==> src/rtl/bus_rr_scheduler_pkg.sv <==
// Shared types and constants for the round-robin bus scheduler.
// The destination ID occupies the top ID_W bits of every packet.
package bus_rr_scheduler_pkg;

    typedef enum logic [1:0] {
        IDLE    = 2'd0,
        GRANT   = 2'd1,
        DELIVER = 2'd2
    } state_e;

    localparam int ID_W = 8;
    localparam logic [ID_W-1:0] BCAST_DEFAULT = 8'hFF;

endpackage

==> src/rtl/bus_rr_scheduler_rr_pick.sv <==
// Combinational round-robin picker: finds the first request after the pointer, with wrap.
// Returns both a one-hot grant and its index; any is low when there are no requests.
module rr_pick
    import bus_rr_scheduler_pkg::*;
#(
    parameter int N  = 4,
    parameter int IW = 2
) (
    input  logic [N-1:0]  req,
    input  logic [IW-1:0] ptr,
    output logic [N-1:0]  grant_oh,
    output logic [IW-1:0] grant_idx,
    output logic          any
);

    // Search ptr+1, ptr+2, ... wrapping; the first hit wins
    always_comb begin
        int j;
        logic [IW-1:0] j_idx;
        grant_oh  = '0;
        grant_idx = '0;
        any       = 1'b0;
        j         = 0;
        j_idx     = '0;
        for (int k = 1; k <= N; k++) begin
            j     = (int'(ptr) + k) % N;
            j_idx = IW'(j);
            if (!any && req[j_idx]) begin
                any       = 1'b1;
                grant_idx = j_idx;
                grant_oh  = N'(1'b1) << j_idx;
            end else begin
                any = any;
            end
        end
    end

endmodule

==> src/rtl/bus_rr_scheduler.sv <==
// Round-robin bus scheduler: pops one packet per three cycles from agent FIFOs
// and pushes it to its unicast destination, to all other agents, or drops it.
module bus_rr_scheduler
    import bus_rr_scheduler_pkg::*;
#(
    parameter int              drvrs     = 4,
    parameter int              pckg_sz   = 16,
    parameter logic [ID_W-1:0] broadcast = BCAST_DEFAULT
) (
    input  logic                            clk,
    input  logic                            reset,
    input  logic [drvrs-1:0]                pndng,
    input  logic [drvrs-1:0][pckg_sz-1:0]   D_pop,
    output logic [drvrs-1:0]                pop,
    output logic [drvrs-1:0]                push,
    output logic [drvrs-1:0][pckg_sz-1:0]   D_push,
    output logic                            busy,
    output logic [7:0]                      drop_cnt
);

    localparam int IW = (drvrs > 1) ? $clog2(drvrs) : 1;
    localparam logic [IW-1:0] LAST_RST = IW'(drvrs - 1);

    state_e               state_q, state_d;
    logic [IW-1:0]        winner_q, winner_d;
    logic [IW-1:0]        last_grant_q, last_grant_d;
    logic [drvrs-1:0]     pop_q, pop_d;
    logic [drvrs-1:0]     push_q, push_d;
    logic [pckg_sz-1:0]   data_q, data_d;
    logic                 busy_q, busy_d;
    logic [7:0]           drop_cnt_q, drop_cnt_d;

    logic [drvrs-1:0]     pick_oh_s;
    logic [IW-1:0]        pick_idx_s;
    logic                 pick_any_s;
    logic [pckg_sz-1:0]   head_s;
    logic [ID_W-1:0]      head_id_s;
    logic [drvrs-1:0]     lane_mask_s;
    logic                 drop_s;

    rr_pick #(
        .N  (drvrs),
        .IW (IW)
    ) u_rr_pick (
        .req       (pndng),
        .ptr       (last_grant_q),
        .grant_oh  (pick_oh_s),
        .grant_idx (pick_idx_s),
        .any       (pick_any_s)
    );

    // Decode the granted head word into destination lanes or a drop
    always_comb begin
        head_s      = D_pop[winner_q];
        head_id_s   = head_s[pckg_sz-1 -: ID_W];
        lane_mask_s = '0;
        drop_s      = 1'b0;
        if (32'(head_id_s) < 32'(drvrs)) begin
            lane_mask_s = drvrs'(1'b1) << head_id_s;
        end else if (head_id_s == broadcast) begin
            lane_mask_s = ~(drvrs'(1'b1) << winner_q);
        end else begin
            drop_s = 1'b1;
        end
    end

    // Next-state logic; pop is set on entry to GRANT, push on entry to DELIVER
    always_comb begin
        state_d      = state_q;
        winner_d     = winner_q;
        last_grant_d = last_grant_q;
        pop_d        = '0;
        push_d       = '0;
        data_d       = data_q;
        drop_cnt_d   = drop_cnt_q;
        case (state_q)
            IDLE: begin
                if (pick_any_s) begin
                    winner_d = pick_idx_s;
                    pop_d    = pick_oh_s;
                    state_d  = GRANT;
                end else begin
                    state_d  = IDLE;
                end
            end
            GRANT: begin
                last_grant_d = winner_q;
                data_d       = head_s;
                push_d       = lane_mask_s;
                if (drop_s && (drop_cnt_q != 8'hFF)) begin
                    drop_cnt_d = drop_cnt_q + 8'd1;
                end else begin
                    drop_cnt_d = drop_cnt_q;
                end
                state_d = DELIVER;
            end
            DELIVER: state_d = IDLE;
            default: state_d = IDLE;
        endcase
        busy_d = (state_d != IDLE);
    end

    // State and output registers
    always_ff @(posedge clk or posedge reset) begin
        if (reset) begin
            state_q      <= IDLE;
            winner_q     <= '0;
            last_grant_q <= LAST_RST;
            pop_q        <= '0;
            push_q       <= '0;
            data_q       <= '0;
            busy_q       <= 1'b0;
            drop_cnt_q   <= 8'd0;
        end else begin
            state_q      <= state_d;
            winner_q     <= winner_d;
            last_grant_q <= last_grant_d;
            pop_q        <= pop_d;
            push_q       <= push_d;
            data_q       <= data_d;
            busy_q       <= busy_d;
            drop_cnt_q   <= drop_cnt_d;
        end
    end

    assign pop      = pop_q;
    assign push     = push_q;
    assign D_push   = {drvrs{data_q}};
    assign busy     = busy_q;
    assign drop_cnt = drop_cnt_q;

endmodule

==> config.mk <==
export PLATFORM = sky130hd
export DESIGN_NAME = bus_rr_scheduler
export DESIGN_NICKNAME = d
export VERILOG_FILES = /design/src/rtl/bus_rr_scheduler_pkg.sv /design/src/rtl/bus_rr_scheduler_rr_pick.sv /design/src/rtl/bus_rr_scheduler.sv
export SDC_FILE = /design/constraint.sdc
export NUM_CORES = 1
export LEC_CHECK = 0
export CORE_UTILIZATION = 29
export CTS_BUF_LIST = sky130_fd_sc_hd__clkbuf_16
export CTS_CLUSTER_DIAMETER = 80
export DETAILED_ROUTE_END_ITERATION = 12
export GPL_ROUTABILITY_DRIVEN = 0
export PLACE_DENSITY = 0.63
export SKIP_LAST_GASP = 1
export SLEW_MARGIN = 10
export SYNTH_ARGS = -nofsm -noshare
export SYNTH_HDL_FRONTEND = slang
export SYNTH_SLANG_ARGS = --single-unit
==> constraint.sdc <==
create_clock -name clk -period 3.8 [get_ports clk]
set_clock_uncertainty 0.15 [all_clocks]
set_input_delay 0.76 -clock clk [delete_from_list [all_inputs] [get_ports clk]]
set_output_delay 0.76 -clock clk [all_outputs]
set_load 0.02 [all_outputs]
* Word level (Yosys, flattened, before mapping) *
Cells that the tools add are included.

storage, ports and cells
  register bits = 39
  output and inout port bits = 81

cells by class
  add/subtract/negate cells = 5
  order comparisons = 6
  eq/ne operators = 3
  shift operators = 6
  multiplexer cells = 31
  bitwise logic cells = 1
  reduce and logical (&&, ||, !) cells = 11

operator list
  operator                                                    count
  two-way mux 4 bit                                           9
  binary-select mux 16 bit (select 2 bit)                     1
  << shifter 1 x 2 -> 4 bit, first input constant             5
  two-way mux 16 bit                                          1
  less-than comparator 2 x 3 -> 1 bit, second input constant  5
  two-way mux 1 bit                                           11
  adder 8 x 1 -> 8 bit, second input constant                 1
  binary-select mux 1 bit (select 2 bit)                      4
  == test 8 bit, second input constant                        1
  less-than comparator 8 x 3 -> 1 bit, second input constant  1
  two-way mux 2 bit                                           4
  inequality test 8 bit, second input constant                1
  << shifter 1 x 8 -> 4 bit, first input constant             1
  adder 2 x 1 -> 2 bit, second input constant                 2
  adder 2 bit, second input constant                          2
  logical AND 1 bit                                           4
  NOT 4 bit                                                   1
  one-hot mux 2 bit (2 select lines)                          1
  AND reduction 2 bit                                         2
  zero test 1 bit                                             3
  == test 2 x 1 -> 1 bit, second input constant               1
  zero test 2 bit                                             1
  nonzero test 2 bit                                          1

* Logic depth before layout (Yosys ltp) *
Gate-level depths: netlist of the first run.

  depth in word-level cells = 16
  gate-level depth with buffers = 8

* Modules after synthesis *
Synthesis of the first run repeated with hierarchy kept, for this count alone.

unflattened totals
  cell total of the unflattened synthesis = 278
  area, all modules = 2806.4 um^2

by module, submodules not included
  module            instances  cells each  area an instance (um^2)  seq. area each (um^2)
  bus_rr_scheduler  1          221         2326.0                   978.4
  rr_pick           1          57          480.5                    0.0

* Worst setup path after synthesis of the first run *
OpenSTA, ideal clock, no wires.

  kind = register to register
  start = reg last_grant_q[0]
  end = reg winner_q[0]
  arrival time = 2.495 ns
  data required time = 3.505 ns
  setup slack = 1.009 ns
  stages on the path, launching flop included = 8
  buffers on the path = 2
  path through = dfstp_2 buf_2 inv_1 ha_1 mux4_2 clkbuf_1 o41ai_4 o21ai_0

on the way
  word-level cells in the longest chain between the ends = 14
  elaborated cells on any way between the ends = 27

RTL lines
  element                                  line                            source
  from (decl)                              bus_rr_scheduler.sv:26          logic [IW-1:0] last_grant_q, last_grant_d;
  from (signal assigned)                   bus_rr_scheduler.sv:117         last_grant_q <= last_grant_d;
  adder 2 x 1 -> 2 bit                     bus_rr_scheduler_rr_pick.sv:26  j = (int'(ptr) + k) % N;
  binary-select mux 1 bit (select 2 bit)   bus_rr_scheduler_rr_pick.sv:28  if (!any && req[j_idx]) begin
  two-way mux 1 bit (implied by the code)  bus_rr_scheduler_rr_pick.sv:28
  two-way mux 1 bit                        bus_rr_scheduler_rr_pick.sv:28
  zero test 1 bit                          bus_rr_scheduler_rr_pick.sv:28
  logical AND 1 bit                        bus_rr_scheduler_rr_pick.sv:28
  two-way mux 1 bit                        bus_rr_scheduler_rr_pick.sv:28
  zero test 1 bit                          bus_rr_scheduler_rr_pick.sv:28
  logical AND 1 bit                        bus_rr_scheduler_rr_pick.sv:28
  two-way mux 1 bit                        bus_rr_scheduler_rr_pick.sv:28
  zero test 1 bit                          bus_rr_scheduler_rr_pick.sv:28
  logical AND 1 bit                        bus_rr_scheduler_rr_pick.sv:28
  two-way mux 1 bit                        bus_rr_scheduler_rr_pick.sv:28
  AND reduction 2 bit (no source line)     --
  to (signal assigned)                     bus_rr_scheduler.sv:116         winner_q <= winner_d;
  to (decl)                                bus_rr_scheduler.sv:25          logic [IW-1:0] winner_q, winner_d;

Several ways; a longest one is shown, not always the timed one. The select of a mux whose other input is x is not followed.
A chain may end at the register's enable or synchronous reset.

* Worst setup path after layout of the first run *
Same ends and word-level chain as after synthesis.

==> impl_results.md, run 1 <==
* PortBufs at 150
* Distinct cells, synth at 39
* RSZ-0062 raised after global routing: no
* Hold crit path type: reg2reg
* Critical path's top delay family: compound AO/OA/AOI/OAI gates
* Reg area at 978 um^2
* Core ar. at 9280 um^2
* Critical Path Fanout Max at 14
* Total track usage at approximately 15%
* Setup_tns at 0 ns
* DIE HEIGHT at 100 um
* CP cell instances: inv_1 > ha_1 > mux4_2 > o41ai_4 > o21ai_0
* Pwr/cell area at 884 nW/um^2
* Die W at between 100 and 150 um
* Max_cap viols at 0
* Commonest non-fill, non-tap cell in the layout: clkdlybuf4s50_1
* Largest stage delay on the critical path at 0.73 ns
* First-pass GRT wire length at 11500 um
* Largest net degree at the start of global routing at 40
* I/O Pins at around 150
* Die area at 10000 um^2
* Fillcell total at 885
* Post-synthesis sequential area ratio at 35.0%
* DRT iter0 DRCs at 88
* Post-Syn Instances at 275
* Initial Util at 30.1%
* DR pass1 iterations at 4
* Clk Latency, worst-skew pair at 0.27 ns
* Root buf cell: clkbuf_16
* WP data arrival at roughly 3.0 ns
* Worst path slowest cell: dfstp_2
* Most frequent cells in the layout: clkdlybuf4s50_1 (150), nand2_1 (58), dfrtp_1 (37)
* Num CTS Buffers at 5
* Max Freq at 335 MHz
* H-Tree Depth at 2
* Seq cells post-synth at 39
* Leakage at ~0.0017 uW
* CP required at 3.78 ns
* Multi-input gate area at 1370 um^2
* Clock sinks at 39
* CTS tree: built
* Initial antenna violation count at 0
* Routed via count at 2319
* Rows at 35
* Final Cycle Share at 78.6%
* Status: complete, no violations
* Clock Path Buffers at 2
* Ys Warns at 0
* CTS resizes at 0
* Avg Cell Area, Syn at 10.2 um^2
* Fin worst setup slack at 0.815 ns
* Hold-fix buffers, CTS at 0
* Overflow after GRT at 0
* Dpl ws at approximately 0.7 ns
* Max IR drop VDD at 327 uV
* CP startpoint kind: flop
* Setup Buffers After CTS at 0
* Area Growth Syn to Fin at 51.3%
* Syn Std Cell Area at approximately 2800 um^2
* Syn Nets at 353
* Total wire length at 7290 um
* Final hold viol count at 0
* Vias in the first global route at 2222
* Worst Setup End Kind: flop
* Routed WL per cell at 14.5 um
* Ratio of cells with drive above 1 in the final layout at a little under a tenth
* Reg clk slew, reported paths at 0.06 ns
* Diodes inserted at 0
* Layout Utilization at about 46%
* Worst slew margin at 46.3%
* Tmin final at between 2 and 3 ns
* Final setup viols at 0
* Worst slew pin tran at 0.804 ns
* WP buf/inv at 1
* Final ANT Viol Nets at 0
* Vias per cell at roughly 4.6
* WS Path Type: reg2reg
* DP Wirelength at 5590 um
* Fin. max-slew vios at 0
* Number of nets in the layout at 452
* DRC errors left at 0
-- cells by family (layout without fill, tap and decap cells) --
| logic type | after synthesis | in the layout | share of synthesized area [%] |
|---|---|---|---|
| flip-flops | 39 | 39 | 35.0 |
| XOR/XNOR | 8 | 8 | 2.51 |
| AND/OR/NAND/NOR | 96 | 96 | 16.2 |
| adder cells (fa/ha/maj) | 8 | 8 | 3.58 |
| multiplexers | 27 | 27 | 19.4 |
| AO/OA/AOI/OAI | 28 | 28 | 7.21 |
| buffers and inverters | 69 | 169 | 16.2 |
-- flip-flops by register name (all words and copies together) (netlist names) --
name / cells
data_q: 16
drop_cnt: 8
pop: 4
push: 4
last_grant_q: 2
state_q: 2
winner_q: 2
busy: 1
-- layer usage --
layer  up-vias  global-route usage (%)  part of all wire (%)
met2        96                    26.1                    52
met4         0                    3.79                   1.0
met1      1105                    18.2                    41
met5         -                       0                     0
li1       1112                       -                     -
met3         6                    2.99                   6.6
-- cells in the mapped netlist, drive strengths merged --
library cell,n,area share [%]
nand2,58,7.8
buf,54,14
dfrtp,37,33
mux4,20,17
a21oi,9,1.6
nand3,9,1.6
ha,8,3.6
inv,8,1.1
o21ai,8,1.4
clkbuf,7,0.94
nor2,7,0.94
mux2i,5,1.8
a22o,4,1.3
nand2b,4,0.90
nand4,4,0.90
xnor2,4,1.3
xor2,4,1.3
a32oi,3,0.94
nand3b,3,0.81
and3b,2,0.63
dfstp,2,1.9
mux2,2,0.81
nor3,2,0.36
nor4,2,0.67
and2,1,0.22
nor2b,1,0.22
nor4b,1,0.54
o211ai,1,0.27
o21ba,1,0.36
o311a,1,0.36
o41ai,1,0.98
or3b,1,0.31
or4,1,0.27
-- worst register-to-register path, delay by kind of cell (launching register included) --
kind	cells	cell delay, ns
flops	1	0.73
compound gates	2	0.82
buf+inv	1	0.21
mux	1	0.47
fa+ha+maj	1	0.47
-- report_power, final --
part / total, uW / switching [uW] / internal (uW)
Combinational: 2400 / 1210 / 1190
Clock: 468 / 158 / 309
Sequential: 873 / 266 / 606
Total: 3740 / 1630 / 2100
-- layout make-up --
cell class	instances	share of cell area, %
Multi-Input combinational cell	167	32.3
Clock buffer	5	2.96
Tap cell	129	3.82
Clock inverter	3	1.04
Timing Repair Buffer	153	36.0
Sequential cell	39	23.1
Inverter	8	0.710
-- per-stage QoR --
step | cells | cell area (um^2) | hold slack, ns | total power, uW
after floorplan | 275 | 2800 | 0.388 | 2550
after global placement | 496 | 4060 | 0.336 | 3270
after detailed placement | 496 | 4060 | 0.336 | 3300
after CTS | 504 | 4230 | 0.350 | 3780
after global routing | 504 | 4230 | 0.371 | 3990
final | 504 | 4230 | 0.344 | 3740
-- worst paths after layout --
path,from,endpoint,slack (ns),cells past startpoint
worst max-delay path,last_grant_q[0],winner_q[0],0.81,5
worst min-delay path,drop_cnt[6],drop_cnt[6],0.34,1
worst max register to register,last_grant_q[0],winner_q[0],0.81,5
worst min register to register,drop_cnt[6],drop_cnt[6],0.34,1
max in group asynchronous,reset,drop_cnt[6],2.18,2
min in group asynchronous,reset,drop_cnt[1],0.81,2
No activity file was read; power rests on OpenSTA's default activity.
==> run 2: changes to the inputs <==
==> constraint.sdc (replaced) <==
create_clock -name clk -period 3 [get_ports clk]
set_clock_uncertainty 0.15 [all_clocks]
set_input_delay 0.6 -clock clk [delete_from_list [all_inputs] [get_ports clk]]
set_output_delay 0.6 -clock clk [all_outputs]
set_load 0.02 [all_outputs]
==> run 2 against run 1 <==
  * Count of clock-buffer cells in the layout unchanged
  * Core utilization rose by 0.38 points
  * Sequential power grew 21%
  * Sequential share of layout area is 0.19 points lower
  * Global-route usage barely moved
  * Wire length up 2.3%
  * Largest cell class unchanged
  * Highest routed layer unchanged
==> impl_results.md, run 2 (synthesis results as in run 1) <==
* Setup_tns at 0 ns
* Number of nets in the layout at 461
* Worst min-delay path startpoint: drop_cnt[6]
* Fillcell total at ~900
* Routed via count at 2370
* CTS resizes at 0
* WP data arrival at 2.67 ns
* WS Path Type: in2reg
* Commonest non-fill, non-tap cell in the layout: clkdlybuf4s50_1
* Pwr/cell area at 1100 nW/um^2
* Multi-input gate area at around 1400 um^2
* Status: complete, no violations
* Setup Buffers After CTS at 0
* DP Wirelength at about 5700 um
* Worst slew margin at between 40 and 50%
* Initial Util at 30.1%
* Smallest hold slack at 0.350 ns
* Reg clk slew, reported paths at 0.06 ns
* Critical path's top delay family: simple AND/OR/NAND/NOR gates
* Worst Setup End Kind: flop
* H-Tree Depth at 2
* Num CTS Buffers at 5
* Die area at 10000 um^2
* CTS tree: built
* DIE HEIGHT at between 100 and 150 um
* Root buf cell: clkbuf_16
* CP startpoint kind: input pin
* Largest net degree at the start of global routing at 40
* Total wire length at 7450 um
* CP cell instances: clkdlybuf4s50_1 > mux4_2 > nor4_2 > and2_1 > or3b_1 > a21oi_1
* CP required at 3.05 ns
* Ratio of cells with drive above 1 in the final layout at a little over a tenth
* Die W at 100 um
* Fin. max-slew vios at 0
* Initial antenna violation count at 0
* Worst slew pin tran at 0.826 ns
* Max_cap viols at 0
* Overflow after GRT at 0
* Final setup viols at 0
* Max Freq at 382 MHz
* Post-route cell area at ~4300 um^2
* Total track usage at 14.7%
* RSZ-0062 raised after global routing: no
* Worst path slowest cell: mux4_2
* Top reg by flops: data_q
* Hold crit path type: reg2reg
* Placed inst area at 4130 um^2
* I/O Pins at 151
* Max IR drop VDD at 358 uV
* DR pass1 iterations at 4
* Critical Path Fanout Max at 7
* PortBufs at 150
* Hold-fix buffers, CTS at 0
* Area Growth Syn to Fin at 52.5%
* Core ar. at 9280 um^2
* Diodes inserted at 0
* DRT iter0 DRCs at 50
* Tmin final at approximately 2.6 ns
* DRC errors left at 0
* WP buf/inv at 1
* FF-to-FF Start: last_grant_q[1]
* Crit path from: D_pop[12]
* Leakage at ~0.0017 uW
* First-pass GRT wire length at 11600 um
* Largest stage delay on the critical path at slightly above 0.5 ns
* Vias in the first global route at 2252
* Routed WL per cell at approximately 15 um
* Most frequent cells in the layout: clkdlybuf4s50_1 (150), nand2_1 (58), dfrtp_1 (37)
* Clk Latency, worst-skew pair at between 0.2 and 0.3 ns
* Clock Path Buffers at 2
* Clock sinks at 39
* Max FFs per register at 16
* Rows at 35
* Final ANT Viol Nets at 0
* Reg area at 978 um^2
* Final Cycle Share at 87.2%
* Final hold viol count at 0
* Vias per cell at 4.62
run 2: cell count changes in the layout (fill, tap and decap cells not counted):
cell / previous run / this run
inv_1: 7 / 8
clkinv_1: 0 / 2
bufinv_16: 1 / 0
buf_4: 3 / 12
clkinv_2: 1 / 0
clkinv_4: 1 / 0
run 2: worst reg2reg max path, cell delays in order, from the launching register on:
cell and delay, ns:
dfstp_2 0.65, inv_1 0.08, ha_1 0.40, mux4_2 0.47
or4_1 0.54, o311a_1 0.13, o21ai_1 0.12
run 2: stage by stage:
step	utilization [%]	worst slack (ns)	total power, uW	cells
floorplan	-	0.209	3240	275
global placement	44.4	0.170	4210	505
detailed placement	44.4	0.118	4240	505
CTS	45.9	0.394	4760	513
global route	45.9	0.240	5030	513
finish	45.9	0.384	4700	513
run 2: final timing paths:
check	slack, ns	depth (start not counted)	to
min in group asynchronous	0.67	2	winner_q[1]
worst max register to register	0.39	6	winner_q[1]
worst min-delay path	0.35	1	drop_cnt[6]
worst max-delay path	0.38	6	push[0]
worst min register to register	0.35	1	drop_cnt[6]
max in group asynchronous	1.51	2	data_q[9]
run 2: cell type report:
| class | count | area share, % |
|---|---|---|
| clock buffers | 5 | 2.94 |
| flip-flops and latches | 39 | 23.0 |
| multi-input cells | 167 | 32.0 |
| inverters | 8 | 0.704 |
| well taps | 129 | 3.79 |
| repair buffers | 162 | 37.3 |
| clock inverters | 3 | 0.264 |
run 2: where the power goes:
group / switching [uW] / internal [uW]
clock network: 193 / 299
logic: 1600 / 1560
registers: 288 / 768
total: 2080 / 2630
run 2: metal layers:
layer,global-route usage (%),share of wire (%),up-vias
met2,26.2,52,90
met3,2.86,6.2,2
met1,18.4,41,1143
met5,0,0,-
met4,3.34,0.64,0
li1,-,-,1135
